==> src/rtl/ads1292_spi_if.sv <==
// SPI/DRDY link between an ADS1292 initiator (khu_sensor_top side) and the emulated target.
interface ads1292_spi_if;
  logic sclk;
  logic csn;
  logic mosi;
  logic start;
  logic miso;
  logic drdy;

  modport master (output sclk, csn, mosi, start, input miso, drdy);
  modport slave (input sclk, csn, mosi, start, output miso, drdy);
endinterface

==> src/rtl/ads1292_spi_responder.sv <==
// ADS1292 SPI target emulation: oversampled mode-1 SPI, opcode decode, 12-byte register file
// and DRDY-paced 72-bit conversion frames.
module ads1292_spi_responder #(
  parameter int unsigned DRDY_PERIOD = 4000,
  parameter logic [7:0]  DEV_ID      = 8'h53,
  parameter int unsigned SYNC_STAGES = 2
) (
  input logic          clk,
  input logic          rst,
  ads1292_spi_if.slave spi
);

  localparam int unsigned     CntW    = $clog2(DRDY_PERIOD);
  localparam logic [CntW-1:0] CntMax  = CntW'(DRDY_PERIOD - 1);
  localparam logic [4:0]      LastReg = 5'h0B;

  localparam logic [7:0] OpSdatac = 8'h11;
  localparam logic [7:0] OpRdatac = 8'h10;
  localparam logic [7:0] OpRdata  = 8'h12;
  localparam logic [7:0] OpStart  = 8'h08;
  localparam logic [7:0] OpStop   = 8'h0A;

  typedef enum logic [2:0] {
    StIdle,
    StCmd,
    StArg,
    StRdOut,
    StWrIn,
    StFrameOut
  } state_e;

  // Input synchronizers and edge detection
  logic [SYNC_STAGES-1:0] sclk_sync_q, csn_sync_q, mosi_sync_q, start_sync_q;
  logic sclk_prev_q, csn_prev_q;
  logic sclk_s, csn_s, mosi_s, start_s;
  logic sclk_rise, sclk_fall, csn_fall;

  always_ff @(posedge clk or posedge rst) begin
    if (rst) begin
      sclk_sync_q  <= '0;
      csn_sync_q   <= '1;
      mosi_sync_q  <= '0;
      start_sync_q <= '0;
      sclk_prev_q  <= 1'b0;
      csn_prev_q   <= 1'b1;
    end else begin
      sclk_sync_q  <= {sclk_sync_q[SYNC_STAGES-2:0], spi.sclk};
      csn_sync_q   <= {csn_sync_q[SYNC_STAGES-2:0], spi.csn};
      mosi_sync_q  <= {mosi_sync_q[SYNC_STAGES-2:0], spi.mosi};
      start_sync_q <= {start_sync_q[SYNC_STAGES-2:0], spi.start};
      sclk_prev_q  <= sclk_s;
      csn_prev_q   <= csn_s;
    end
  end

  assign sclk_s    = sclk_sync_q[SYNC_STAGES-1];
  assign csn_s     = csn_sync_q[SYNC_STAGES-1];
  assign mosi_s    = mosi_sync_q[SYNC_STAGES-1];
  assign start_s   = start_sync_q[SYNC_STAGES-1];
  assign sclk_rise = sclk_s & ~sclk_prev_q & ~csn_s;
  assign sclk_fall = ~sclk_s & sclk_prev_q & ~csn_s;
  assign csn_fall  = ~csn_s & csn_prev_q;

  // Byte assembly on SCLK fall; a CSN rise throws away any partial byte
  logic [2:0] bit_cnt_q;
  logic [6:0] rx_q;
  logic [7:0] rx_byte;
  logic       byte_done;

  assign rx_byte   = {rx_q, mosi_s};
  assign byte_done = sclk_fall && (bit_cnt_q == 3'd7);

  always_ff @(posedge clk or posedge rst) begin
    if (rst) begin
      bit_cnt_q <= '0;
      rx_q      <= '0;
    end else if (csn_s) begin
      bit_cnt_q <= '0;
    end else if (sclk_fall) begin
      bit_cnt_q <= bit_cnt_q + 3'd1;
      rx_q      <= rx_byte[6:0];
    end
  end

  // Command FSM
  state_e     state_q, state_d;
  logic       mode_q, run_q, op_wr_q;
  logic [4:0] addr_q, tx_addr;
  logic [5:0] cnt_q;
  logic       mode_set, mode_clr, run_set, run_clr, frame_load;
  logic       addr_load, cnt_load, adv, wr_en, tx_load;
  logic       is_rreg, is_wreg;

  assign is_rreg = (rx_byte[7:5] == 3'b001);
  assign is_wreg = (rx_byte[7:5] == 3'b010);

  always_ff @(posedge clk or posedge rst) begin
    if (rst) state_q <= StIdle;
    else     state_q <= state_d;
  end

  always_comb begin
    state_d    = state_q;
    mode_set   = 1'b0;
    mode_clr   = 1'b0;
    run_set    = 1'b0;
    run_clr    = 1'b0;
    frame_load = 1'b0;
    addr_load  = 1'b0;
    cnt_load   = 1'b0;
    adv        = 1'b0;
    wr_en      = 1'b0;
    tx_load    = 1'b0;
    if (csn_s) begin
      state_d = StIdle;
    end else begin
      unique case (state_q)
        StIdle: state_d = StCmd;
        StCmd: begin
          if (byte_done) begin
            // In continuous-read mode only SDATAC gets through
            if (rx_byte == OpSdatac) begin
              mode_clr = 1'b1;
            end else if (!mode_q) begin
              if (rx_byte == OpRdatac) begin
                mode_set = 1'b1;
              end else if (rx_byte == OpRdata) begin
                frame_load = 1'b1;
                state_d    = StFrameOut;
              end else if (rx_byte == OpStart) begin
                run_set = 1'b1;
              end else if (rx_byte == OpStop) begin
                run_clr = 1'b1;
              end else if (is_rreg || is_wreg) begin
                addr_load = 1'b1;
                state_d   = StArg;
              end
            end
          end
        end
        StArg: begin
          if (byte_done) begin
            cnt_load = 1'b1;
            tx_load  = !op_wr_q;
            state_d  = op_wr_q ? StWrIn : StRdOut;
          end
        end
        StRdOut: begin
          if (byte_done) begin
            adv     = 1'b1;
            tx_load = 1'b1;
            if (cnt_q == 6'd1) state_d = StCmd;
          end
        end
        StWrIn: begin
          if (byte_done) begin
            adv   = 1'b1;
            wr_en = 1'b1;
            if (cnt_q == 6'd1) state_d = StCmd;
          end
        end
        StFrameOut: state_d = StFrameOut;
        default:    state_d = StIdle;
      endcase
    end
  end

  // Register file; entry 0 is the read-only ID, entries above LastReg do not exist
  logic [7:0] regs_q [16];
  logic [7:0] rd_byte;

  assign tx_addr = adv ? addr_q + 5'd1 : addr_q;

  always_comb begin
    rd_byte = 8'h00;
    if (tx_addr == 5'h00)        rd_byte = DEV_ID;
    else if (tx_addr <= LastReg) rd_byte = regs_q[tx_addr[3:0]];
  end

  always_ff @(posedge clk or posedge rst) begin
    if (rst) begin
      mode_q  <= 1'b1;
      run_q   <= 1'b0;
      op_wr_q <= 1'b0;
      addr_q  <= '0;
      cnt_q   <= '0;
      for (int i = 0; i < 16; i++) regs_q[i] <= '0;
    end else begin
      if (mode_set)      mode_q <= 1'b1;
      else if (mode_clr) mode_q <= 1'b0;
      if (run_set)       run_q <= 1'b1;
      else if (run_clr)  run_q <= 1'b0;
      if (addr_load) begin
        addr_q  <= rx_byte[4:0];
        op_wr_q <= rx_byte[6];
      end else if (adv) begin
        addr_q <= addr_q + 5'd1;
      end
      if (cnt_load) cnt_q <= 6'(rx_byte[4:0]) + 6'd1;
      else if (adv) cnt_q <= cnt_q - 6'd1;
      if (wr_en && (addr_q != 5'h00) && (addr_q <= LastReg)) regs_q[addr_q[3:0]] <= rx_byte;
    end
  end

  // Conversion pacing; the frame hold value is derived directly from the sample count
  logic [CntW-1:0] conv_cnt_q;
  logic [23:0]     sample_q;
  logic            running, tick, tick_q, drdy_q;
  logic [71:0]     frame_hold;

  assign running    = start_s | run_q;
  assign tick       = running && (conv_cnt_q == CntMax);
  assign frame_hold = {24'hC00000, sample_q, ~sample_q};

  always_ff @(posedge clk or posedge rst) begin
    if (rst) begin
      conv_cnt_q <= '0;
      sample_q   <= '0;
      tick_q     <= 1'b0;
      drdy_q     <= 1'b1;
    end else begin
      tick_q <= tick;
      if (!running || tick) conv_cnt_q <= '0;
      else                  conv_cnt_q <= conv_cnt_q + 1'b1;
      if (tick) sample_q <= sample_q + 24'd1;
      // An unread DRDY still gets a one-cycle high pulse so the initiator sees a fresh edge
      if (tick)           drdy_q <= 1'b1;
      else if (tick_q)    drdy_q <= 1'b0;
      else if (sclk_fall) drdy_q <= 1'b1;
    end
  end

  // MISO path: register bytes in RdOut, frame stream in continuous mode or after RDATA
  logic [71:0] frame_sr_q;
  logic [7:0]  tx_sr_q;
  logic        miso_q, streaming;

  assign streaming = mode_q || (state_q == StFrameOut);

  always_ff @(posedge clk or posedge rst) begin
    if (rst) begin
      frame_sr_q <= '0;
      tx_sr_q    <= '0;
      miso_q     <= 1'b0;
    end else begin
      if (csn_fall || frame_load)      frame_sr_q <= frame_hold;
      else if (sclk_rise && streaming) frame_sr_q <= {frame_sr_q[70:0], 1'b0};
      if (tx_load)                                 tx_sr_q <= rd_byte;
      else if (sclk_rise && (state_q == StRdOut))  tx_sr_q <= {tx_sr_q[6:0], 1'b0};
      if (csn_s) begin
        miso_q <= 1'b0;
      end else if (sclk_rise) begin
        if (state_q == StRdOut) miso_q <= tx_sr_q[7];
        else if (streaming)     miso_q <= frame_sr_q[71];
        else                    miso_q <= 1'b0;
      end
    end
  end

  assign spi.miso = miso_q;
  assign spi.drdy = drdy_q;

endmodule

==> src/flat_wrapper.sv <==
// flat-port wrapper written by rule: the top's interface ports become plain ports
module ads1292_spi_responder_flat 
#(
  parameter int unsigned DRDY_PERIOD = 4000,
  parameter logic [7:0]  DEV_ID      = 8'h53,
  parameter int unsigned SYNC_STAGES = 2
)
  (clk, rst, spi_sclk, spi_csn, spi_mosi, spi_start, spi_miso, spi_drdy);
  ads1292_spi_if spi_i ();
  input logic clk;
  input logic rst;
  input wire logic [$bits(spi_i.sclk)-1:0] spi_sclk;
  input wire logic [$bits(spi_i.csn)-1:0] spi_csn;
  input wire logic [$bits(spi_i.mosi)-1:0] spi_mosi;
  input wire logic [$bits(spi_i.start)-1:0] spi_start;
  output wire logic [$bits(spi_i.miso)-1:0] spi_miso;
  output wire logic [$bits(spi_i.drdy)-1:0] spi_drdy;
  assign spi_i.sclk = spi_sclk;
  assign spi_i.csn = spi_csn;
  assign spi_i.mosi = spi_mosi;
  assign spi_i.start = spi_start;
  assign spi_miso = spi_i.miso;
  assign spi_drdy = spi_i.drdy;
  ads1292_spi_responder #(.DRDY_PERIOD(DRDY_PERIOD), .DEV_ID(DEV_ID), .SYNC_STAGES(SYNC_STAGES)) u_core (.clk(clk), .rst(rst), .spi(spi_i));
endmodule
==> config.mk <==
export PLATFORM = sky130hd
export DESIGN_NAME = ads1292_spi_responder_flat
export DESIGN_NICKNAME = d
export VERILOG_FILES = /design/src/rtl/ads1292_spi_if.sv /design/src/rtl/ads1292_spi_responder.sv /design/src/flat_wrapper.sv
export SDC_FILE = /design/constraint.sdc
export NUM_CORES = 1
export LEC_CHECK = 0
export ABC_AREA = 1
export CAP_MARGIN = 20
export CORE_MARGIN = 5
export CORE_UTILIZATION = 57
export CTS_BUF_LIST = sky130_fd_sc_hd__clkbuf_8
export DETAILED_ROUTE_END_ITERATION = 16
export GPL_ROUTABILITY_DRIVEN = 0
export PLACE_DENSITY = 0.73
export REMOVE_ABC_BUFFERS = 1
export SYNTH_ARGS = -nofsm -noshare
export SYNTH_HDL_FRONTEND = slang
export SYNTH_SLANG_ARGS = --single-unit
==> constraint.sdc <==
create_clock -name clk -period 10.9 [get_ports clk]
set_input_delay 3.27 -clock clk [delete_from_list [all_inputs] [get_ports clk]]
set_output_delay 3.27 -clock clk [all_outputs]
set_load 0.01 [all_outputs]
### Word-level counts from Yosys, hierarchy flattened

Index checks and enable logic that the tools add are counted.

| operators by class | value |
|---|---|
| reductions and logical operators | 27 |
| multiplexer cells | 98 |
| add/subtract/negate cells | 6 |
| bitwise operators | 12 |
| $lt $le $gt $ge | 5 |
| eq/ne operators | 25 |

Operators with widths:

| kind | count |
|---|---|
| $mux W72 | 2 |
| $bwmux W128 | 1 |
| $mux W1 | 64 |
| $mux W8 | 7 |
| $mux W3 | 15 |
| $bmux W8 S4 | 1 |
| $demux W8 S4 | 1 |
| $add A24 B1 Y24 const B | 1 |
| $eq A8 B5 Y1 const B | 3 |
| $not A24 Y24 | 1 |
| $eq A8 B4 Y1 const B | 2 |
| $pmux W3 S5 | 1 |
| $reduce_bool A2 Y1 | 7 |
| $add A12 B1 Y12 const B | 1 |
| $eq A12 B12 Y1 const B | 1 |
| $mux W12 | 1 |
| $mux W6 | 2 |
| $ne A3 B1 Y1 const B | 4 |
| $ge A5 B5 Y1 const B | 2 |
| $le A5 B4 Y1 const B | 2 |
| $mux W5 | 2 |
| $not A4 Y5 | 2 |
| $reduce_and A10 Y1 | 1 |
| $eq A3 B2 Y1 const B | 3 |
| 24 further kinds | 46 |

| storage, ports and cells | value |
|---|---|
| word-level logic and storage cells | 210 |
| register bits | 284 |
| output and inout bits | 2 |

### Longest topological paths before layout

Gate-level depths: netlist (run 1).

| depth | value |
|---|---|
| word-level depth | 15 |
| mapped depth | 16 |
| gate-level depth less buffers | 16 |

### Worst setup path after synthesis (run 1)

Ideal clock, no wire load.

| timing | value |
|---|---|
| path kind | flip-flop to output port |
| start | register u_core.drdy_q, in the netlist u_core.spi.drdy |
| end | output spi_drdy |
| path buffers | 0 |
| required time | 7.630 ns |
| slack | 7.101 ns |
| data arrival time | 0.529 ns |
| stages on the path, launching flop included | 1 |
| cells stage by stage | dfstp_2 |

RTL lines:

| item | RTL line | source |
|---|---|---|
| from (decl) | ads1292_spi_responder.sv:208 | `logic running, tick, tick_q, drdy_q;` |
| from (signal assigned) | ads1292_spi_responder.sv:220 | `drdy_q <= 1'b1;` |
| from (signal assigned) | ads1292_spi_responder.sv:227 | `if (tick) drdy_q <= 1'b1;` |
| from (signal assigned) | ads1292_spi_responder.sv:228 | `else if (tick_q) drdy_q <= 1'b0;` |
| to (decl) | flat_wrapper.sv:17 | `output wire logic [$bits(spi_i.drdy)-1:0] spi_drdy;` |

No word-level cell between the ends.

### Final worst setup path (run 1)

| timing | value |
|---|---|
| start | register u_core.drdy_q, in the netlist u_core.spi.drdy |
| end | output spi_drdy |

No word-level cell between the ends.

==> impl_metrics.ini, run 1 <==
[global_routing]
grt_pass1_vias = 8882
antenna_found_initial = 0
grt_usage_pct = 22.4
grt_first_pass_wirelength_um = 44600
gr-total-overflow = 0
grt_max_degree = 95

[finish]
diodes = 0
layout-drive-gt1-share_pct = 7.25
register_area_um2 = 6310
fillers = 1809
stdcell_count = 1709
nets = 1425
finalCoreUtilization_pct = 62.1
multi_input_area_um2 = 4840
areaGrowthSynthToFinish_pct = 8.33

[sta]
final_max_slew_viol_count = 0
fmax_ghz = 0.205
fin_crit_sh_pct = 44.9
fin_skew_ns = 0.0204
tns_ns = 0
finalSetupViolCount = 0
worstMarginPinSlew_ns = 0.991
layout_min_cycle_time_ns = 4.89
slew_headroom_pct = 33.9
rsz0062_at_grt = no
hold_viol = 0

[clock_network]
cts_tree = yes
numCtsBuffers = 44
cts_sinks = 252
cts-resized-gates = 0
clock-root-buffer = clkbuf_8
clock_latency_ns = 0.55
cts-hold-fix-buffers = 0
clock_path_buffers = 3
clk_pin_slew_ns = 0.06
postCtsSetupRepairBufs = 0
cts.htree.levels = 2

[routing]
drc = 0
avgViaCountPerCell = 5.50
vias = 9391
wl_per_cell_um = 15.4
ant_nets = 0
first_pass_iters = 6
drtIter0Drc = 929
wirelength_um = 26400

[setup_path]
crit_end = spi_drdy
startpoint_type = register
cp_slowest_cell = clkdlybuf4s50_1
crit_start = u_core.spi.drdy
path_class = reg -> out
critical_path_depth = 1
critPathBufInv = 1
reg2reg_slack_ns = 7.67
path_max_fanout = 2
crit_path_end_kind = primary output
max_stage_delay_ns = 0.55
r2r_end = u_core.tx_sr_q[4]
r2r-start = u_core.state_q[2]
path_cells = clkdlybuf4s50_1
arrival_ns = 1.62
reg2regPathDepth = 11
cpLargestDelayFamily = buffers and inverters
cp.required_ns = 7.63

[run_status]
status = finished clean

[synth]
synth_warnings = 0
synth-seq-cells = 252
synth_ff_type = dfrtp_1
synth_area_per_cell_um2 = 8.43
yosys.area.top_type = dfrtp_1
synth-async-reset-ratio_pct = 100
syn_inst = 1417
syn-cell-area_um2 = 11900
ys_seq_area_share_pct = 52.9
synth_area_leaders = dfrtp_1 52%, nand2_1 13%, nand3_1 6.9%, o21ai_0 3.9%, inv_1 3.6%
synth.top_cells.by_count = 398 x nand2_1, 247 x dfrtp_1, 165 x nand3_1
ys_types = 47
yosysTopAreaCellShare_pct = 51.8
yosysMostFrequentCell = nand2_1
synth-edff-count = 0

[floorplan]
coreArea_um2 = 20800
num_rows = 53
io_pins = 8
initial_core_util_pct = 57.3
die_w_um = 155
dieHeight_um = 155
dieArea_um2 = 23900

[run]
cap_violations = 0

[power]
p_sw_share_pct = 26.0
peakVddDrop_mv = 0.105
switchingPower_uw = 503
power_frac_seq_pct = 51.0
intPower_mw = 1.43
powerDensity_nw_per_um2 = 150
power_leakage_nw = 6.00
pwr-share-comb_pct = 7.5
p_clk_share_pct = 41.5

[place]
dp_hpwl_um = 16500
port_buffers = 7
place_inst = 1633

[hold_path]
hold_path_class = reg -> reg
state kept, by name (all words and copies together) (netlist names), 2 cells and up:
| signal | cells |
|---|---|
| u_core.csn_sync_q | 2 |
| u_core.mosi_sync_q | 2 |
| u_core.state_q | 3 |
| u_core.start_sync_q | 2 |
| u_core.rx_q | 7 |
| u_core.tx_sr_q | 8 |
| u_core.bit_cnt_q | 3 |
| u_core.sample_q | 24 |
| u_core.regs_q | 96 |
| u_core.cnt_q | 6 |
| u_core.addr_q | 5 |
| u_core.sclk_sync_q | 2 |
| u_core.conv_cnt_q | 12 |
| u_core.frame_sr_q | 72 |
worst register-to-register path: stages (launching register included):
cell and delay, ns:
dfrtp_1 0.43, inv_1 0.11, nand3_1 0.15, nand2_1 0.23
nand2_2 0.25, nand2_1 0.29, nand2_2 0.57, or2_2 0.52
nand3_1 0.08, nand3_1 0.17, nand4_1 0.21, nand2_1 0.07
how the worst min path moves through the flow:
| stage | slack [ns] | depth (start not counted) | to | start |
|---|---|---|---|---|
| 6_report | 0.35 | 0 | u_core.mosi_sync_q[1] | u_core.mosi_sync_q[0] |
| 5_1_grt | 0.35 | 0 | u_core.start_sync_q[1] | u_core.start_sync_q[0] |
| 4_1_cts | 0.35 | 0 | u_core.mosi_sync_q[1] | u_core.mosi_sync_q[0] |
| 3_5_place_dp | 0.33 | 0 | u_core.mosi_sync_q[1] | u_core.mosi_sync_q[0] |
| 3_3_place_gp | 0.34 | 0 | u_core.start_sync_q[1] | u_core.start_sync_q[0] |
| 2_1_floorplan | 0.33 | 0 | u_core.mosi_sync_q[1] | u_core.mosi_sync_q[0] |
kinds of logic (layout without fill, tap and decap cells):
logic type	after synthesis	after routing	synth area share, %
simple gates	681	681	25.8
buf+inv	194	211	6.65
mux	1	1	0.0943
xor+xnor	27	27	1.98
fa+ha+maj	14	14	1.47
compound gates	248	248	11.1
flops	252	252	52.9
final cells by class:
| class | instances | share of cell area, % |
|---|---|---|
| inverters | 119 | 3.53 |
| repair buffers | 17 | 1.28 |
| clock inverters | 26 | 1.06 |
| flip-flops and latches | 252 | 48.8 |
| multi-input cells | 971 | 37.5 |
| clock buffers | 49 | 5.21 |
| well taps | 275 | 2.66 |
power by group through the flow:
stage          sequential (mW)  clock [mW]  combinational [mW]
6_report                 0.988       0.803               0.146
5_1_grt                  0.991       0.873               0.166
4_1_cts                  0.987       0.823               0.146
3_5_place_dp              1.00           0               0.145
3_3_place_gp              1.00           0               0.141
2_1_floorplan            0.999           0               0.101
per-stage QoR:
| step | hold slack [ns] | cell area (µm²) | setup WS [ns] | power, mW |
|---|---|---|---|---|
| after detailed placement | 0.335 | 12100 | 5.51 | 1.15 |
| after global placement | 0.335 | 12100 | 5.50 | 1.14 |
| final | 0.347 | 12900 | 6.01 | 1.94 |
| after floorplan | 0.331 | 11600 | 0.710 | 1.10 |
| after CTS | 0.349 | 12900 | 5.96 | 1.96 |
| after global routing | 0.352 | 12900 | 5.89 | 2.03 |
routing by layer:
metal / global-route usage [%] / share of wire [%] / routed length (µm) / up-vias
met5: 0 / 0 / 0 / -
met4: 7.61 / 2.5 / 665 / 0
met3: 3.69 / 4.7 / 1250 / 51
met2: 35.2 / 47 / 12300 / 204
met1: 32.1 / 46 / 12200 / 4509
li1: - / - / - / 4627
cells in the final DEF, fill, tap and decap left out, types with 3 or more instances in the layout:
master	count
o211ai_1	8
o21bai_1	3
xnor2_1	10
clkdlybuf4s50_1	7
nand3_4	4
nand3b_1	4
dfrtp_1	247
nor3_1	15
nand2_1	397
clkinv_2	4
o21ai_1	82
nor2_1	59
o21ai_0	94
clkbuf_8	49
a21o_1	4
nand2_2	4
ha_1	14
inv_1	131
nor4_1	7
or2_2	3
xor2_1	17
buf_4	9
a22oi_1	4
nand3_1	165
a21oi_1	42
nand4_1	9
inv_2	3
nand4_4	7
dfstp_2	5
No activity file was read; power rests on OpenSTA's default activity.
==> run 2, diff against run 1 <==
--- a/config.mk
+++ b/config.mk
@@ -12,7 +12,7 @@
 export CTS_BUF_LIST = sky130_fd_sc_hd__clkbuf_8
 export DETAILED_ROUTE_END_ITERATION = 16
 export GPL_ROUTABILITY_DRIVEN = 0
-export PLACE_DENSITY = 0.73
+export PLACE_DENSITY = 0.76
 export REMOVE_ABC_BUFFERS = 1
 export SYNTH_ARGS = -nofsm -noshare
 export SYNTH_HDL_FRONTEND = slang
==> constraint.sdc (replaced) <==
create_clock -name clk -period 4.4 [get_ports clk]
set_input_delay 1.32 -clock clk [delete_from_list [all_inputs] [get_ports clk]]
set_output_delay 1.32 -clock clk [all_outputs]
set_load 0.01 [all_outputs]
==> impl_metrics.ini, run 2 (synthesis results as in run 1) <==
[floorplan]
die_w_um = 155
dieHeight_um = 155
initial_core_util_pct = 57.3
io_pins = 8
coreArea_um2 = 20800
dieArea_um2 = 23900
num_rows = 53

[power]
p_clk_share_pct = 41.9
peakVddDrop_mv = 0.254
pwr-share-comb_pct = 7.5
p_sw_share_pct = 26.7
power_leakage_nw = 5.99
powerDensity_nw_per_um2 = 374
switchingPower_mw = 1.29
power_frac_seq_pct = 50.6
intPower_mw = 3.56

[routing]
avgViaCountPerCell = 5.52
first_pass_iters = 6
ant_nets = 0
wirelength_um = 26000
drtIter0Drc = 802
drc = 0
wl_per_cell_um = 15.3
vias = 9436

[global_routing]
grt_pass1_vias = 9134
grtUsageMet3_pct = 3.86
antenna_found_initial = 1
gr-total-overflow = 0
grt_busiest_layer = met2
grtUsageMet1_pct = 30.3
use_met2_pct = 36.6
grt_max_degree = 105
grt_first_pass_wirelength_um = 44300
grt_usage_pct = 22.1

[finish]
top_register = u_core.regs_q
areaGrowthSynthToFinish_pct = 8.56
fin_area_um2 = 13000
layout-drive-gt1-share_pct = 7.61
final_cell_mix = 397 x nand2_1, 247 x dfrtp_1, 165 x nand3_1, 125 x inv_1, 94 x o21ai_0
diodes = 0
largest_reg_flops = 96
fillers = 1762
top_regs = u_core.regs_q x96, u_core.frame_sr_q x72, u_core.sample_q x24
final_common_cell = nand2_1
nets = 1423

[sta]
fin_skew_ns = 0.0402
slew_headroom_pct = 26.7
rsz0062_at_grt = no
fmax_ghz = 0.332
fin_ws_ns = 1.39
final_max_slew_viol_count = 0
layout_min_cycle_time_ns = 3.01
fin_crit_sh_pct = 68.4
finalSetupViolCount = 0
hold_viol = 0
tns_ns = 0
worstMarginPinSlew_ns = 1.10

[clock_network]
cts.htree.levels = 2
postCtsSetupRepairBufs = 0
clock_latency_ns = 0.57
numCtsBuffers = 43
clock-root-buffer = clkbuf_8
cts-resized-gates = 0
cts_tree = yes
cts-hold-fix-buffers = 0
clock_path_buffers = 3
clk_pin_slew_ns = 0.06
cts_sinks = 252

[setup_path]
path_class = reg -> reg
path_cells = inv_1, ha_1, nand2_1, nor2_1, nor2_1, nand4_2, a21oi_4, inv_2, nand2_1, o21ai_0
reg2regPathDepth = 10
arrival_ns = 3.47
startpoint_type = register
crit_path_end_kind = register
cp.required_ns = 4.85
max_stage_delay_ns = 0.54
cp_slowest_cell = nand2_1
path_max_fanout = 40

[place]
place_area_um2 = 12100
dp_hpwl_um = 16800
port_buffers = 7
dp_slack_ns = 1.43

[hold_path]
hold_depth = 0
hold_path_class = reg -> reg

[run_status]
status = finished clean

[run]
cap_violations = 0
==> run 2: power groups by stage <==
stage,sequential (mW),combinational [mW],clock (mW)
3_5_place_dp,2.49,0.361,0
6_report,2.45,0.363,2.04
5_1_grt,2.46,0.418,2.18
3_3_place_gp,2.49,0.352,0
4_1_cts,2.45,0.363,2.07
2_1_floorplan,2.47,0.250,0
==> run 2: path summary, 6_finish.rpt <==
kind,start,end,slack (ns)
min,u_core.start_sync_q[0],u_core.start_sync_q[1],0.35
min reg2reg,u_core.start_sync_q[0],u_core.start_sync_q[1],0.35
max reg2reg,u_core.rx_q[0],u_core.frame_sr_q[22],1.39
max in group asynchronous,rst,u_core.cnt_q[5],2.30
max,u_core.rx_q[0],u_core.frame_sr_q[22],1.39
min in group asynchronous,rst,u_core.regs_q[56],1.33
==> run 2: through the flow <==
stage	hold slack, ns	util (%)	std cells	total power, mW
after global routing	0.347	62.3	1708	5.06
after detailed placement	0.336	58.3	1633	2.85
final	0.350	62.3	1708	4.85
after global placement	0.334	58.3	1633	2.84
after floorplan	0.331	-	1342	2.72
after CTS	0.349	62.3	1708	4.88
==> run 2: metal layers <==
metal  vias to the layer above  part of all wire [%]
met3                        58                   5.5
li1                       4622                     -
met1                      4500                    44
met4                         2                   2.2
met2                       254                    48
met5                         -                 0.046
==> run 2: final cells by class <==
type                    count  area [µm²]  share of cell area [%]
flip-flops and latches    252        6310                    48.7
multi-input cells         971        4840                    37.4
clock buffers              52         716                    5.52
inverters                 119         457                    3.52
well taps                 275         344                    2.65
repair buffers             16         175                    1.35
clock inverters            23         114                   0.878
==> run 2: critical path: cells and delay by family, from the launching register on <==
kind / cells / cell delay, ns
AOI/OAI and AO/OA: 2 / 0.41
adders and majority gates: 1 / 0.24
buffers and inverters: 2 / 0.84
DFF: 1 / 0.43
and+or+nand+nor: 5 / 0.97
==> run 3, diff against run 2 <==
--- a/config.mk
+++ b/config.mk
@@ -12,7 +12,7 @@
 export CTS_BUF_LIST = sky130_fd_sc_hd__clkbuf_8
 export DETAILED_ROUTE_END_ITERATION = 16
 export GPL_ROUTABILITY_DRIVEN = 0
-export PLACE_DENSITY = 0.76
+export PLACE_DENSITY = 0.73
 export REMOVE_ABC_BUFFERS = 1
 export SYNTH_ARGS = -nofsm -noshare
 export SYNTH_HDL_FRONTEND = slang
==> constraint.sdc (replaced) <==
create_clock -name clk -period 2.9 [get_ports clk]
set_input_delay 0.87 -clock clk [delete_from_list [all_inputs] [get_ports clk]]
set_output_delay 0.87 -clock clk [all_outputs]
set_load 0.01 [all_outputs]
==> impl_metrics.ini, run 3 (synthesis results as in run 1) <==
[setup_path]
max_stage_delay_ns = 0.82
cpMostUsedCell = nand2_1
critPathBufInv = 1
path_class = reg -> reg
path_cells = ha_1, ha_1, inv_1, nor2_8, nand2_2, o21ai_2, nand2_1, o21a_1, nand2_1, nand2_1, nand2_1, nand2_1
path_max_fanout = 24
cpLargestDelayFamily = compound AO/OA/AOI/OAI gates
crit_path_end_kind = register
cp.required_ns = 3.36
arrival_ns = 3.09
cp_slowest_cell = o21ai_2
startpoint_type = register

[routing]
first_pass_iters = 6
ant_nets = 0
wl_per_cell_um = 15.6
wirelength_um = 27100
drc = 0
drtIter0Drc = 655
avgViaCountPerCell = 5.44
vias = 9409

[sta]
slew_headroom_pct = 28.9
fin_skew_ns = 0.0336
layout_min_cycle_time_ns = 2.63
finalSetupViolCount = 0
final_max_slew_viol_count = 0
hold_viol = 0
rsz0062_at_grt = no
fmax_ghz = 0.380
fin_crit_sh_pct = 90.8
hold_ws_ns = 0.342
worstMarginPinSlew_ns = 1.07

[clock_network]
clk_pin_slew_ns = 0.06
numCtsBuffers = 43
cts_tree = yes
clock-root-buffer = clkbuf_8
cts-hold-fix-buffers = 0
postCtsSetupRepairBufs = 0
cts_sinks = 252
clock_path_buffers = 3
cts-resized-gates = 0
cts.htree.levels = 2
clock_latency_ns = 0.56

[place]
port_buffers = 7
dp_hpwl_um = 18100
place_inst = 1655

[finish]
final_common_cell = nand2_1
top_regs = u_core.regs_q x96, u_core.frame_sr_q x72, u_core.sample_q x24
areaGrowthSynthToFinish_pct = 10.7
nets = 1445
layout-drive-gt1-share_pct = 9.13
largest_reg_flops = 96
stdcell_count = 1731
diodes = 0
top_register = u_core.regs_q
final_cell_mix = 397 x nand2_1, 247 x dfrtp_1, 165 x nand3_1, 124 x inv_1, 94 x o21ai_0

[global_routing]
grt_first_pass_wirelength_um = 46500
grt_max_degree = 74
grt_usage_pct = 23.7
gr-total-overflow = 0
grt_pass1_vias = 9377
antenna_found_initial = 1

[floorplan]
num_rows = 53
dieHeight_um = 155
coreArea_um2 = 20800
dieArea_um2 = 23900
initial_core_util_pct = 57.3
die_w_um = 155
io_pins = 8

[power]
peakVddDrop_mv = 0.431
power_leakage_nw = 6.12
power_mw = 7.46
powerDensity_nw_per_um2 = 564

[hold_path]
hold_path_class = reg -> reg

[run]
cap_violations = 0

[run_status]
status = finished clean
run 3: changes by cell type in the layout (fill, tap and decap cells not counted):
cell	change
buf_4	+17
clkbuf_8	+3
inv_1	-1
inv_8	-2
buf_12	+5
inv_6	+1
clkinvlp_4	+1
clkinv_2	-1
run 3: final timing paths:
path,to,slack [ns],startpoint,depth (start not counted)
worst max-delay path,u_core.tx_sr_q[2],0.27,u_core.bit_cnt_q[0],12
worst min-delay path,u_core.mosi_sync_q[1],0.34,u_core.mosi_sync_q[0],0
worst max register to register,u_core.tx_sr_q[2],0.27,u_core.bit_cnt_q[0],12
worst min register to register,u_core.mosi_sync_q[1],0.34,u_core.mosi_sync_q[0],0
max in group asynchronous,u_core.spi.drdy,1.50,rst,3
min in group asynchronous,u_core.regs_q[126],0.77,rst,2
run 3: power by group:
| part | total, mW | internal (mW) | switching [mW] |
|---|---|---|---|
| clock | 3.13 | 1.71 | 1.43 |
| combinational | 0.603 | 0.161 | 0.442 |
| sequential | 3.72 | 3.63 | 0.0897 |
| total | 7.46 | 5.50 | 1.96 |
run 3: area by class of cell:
cell class,instances,area [µm²]
clock buffers,55,757
clock inverters,21,98.8
fillers,1798,7610
inverters,119,457
multi-input cells,971,4840
flip-flops and latches,252,6310
well taps,275,344
repair buffers,38,403
run 3: per-layer routing:
| metal | vias to the layer above | track usage, % | wire (µm) |
|---|---|---|---|
| li1 | 4670 | - | - |
| met1 | 4459 | 31.7 | 12000 |
| met2 | 208 | 39.0 | 13000 |
| met3 | 70 | 4.39 | 1270 |
| met4 | 2 | 8.41 | 835 |
| met5 | - | 0 | 8 |
run 3: stage by stage:
stage / worst slack [ns] / area, µm² / setup TNS, ns / utilization, %
final: 0.268 / 13200 / 0 / 63.5
after global routing: 0.0761 / 13200 / 0 / 63.5
after CTS: 0.254 / 13200 / 0 / 63.5
after detailed placement: 0.245 / 12400 / 0 / 59.4
after global placement: 0.376 / 12400 / 0 / 59.4
after floorplan: -4.89 / 11600 / -1296.45 / -
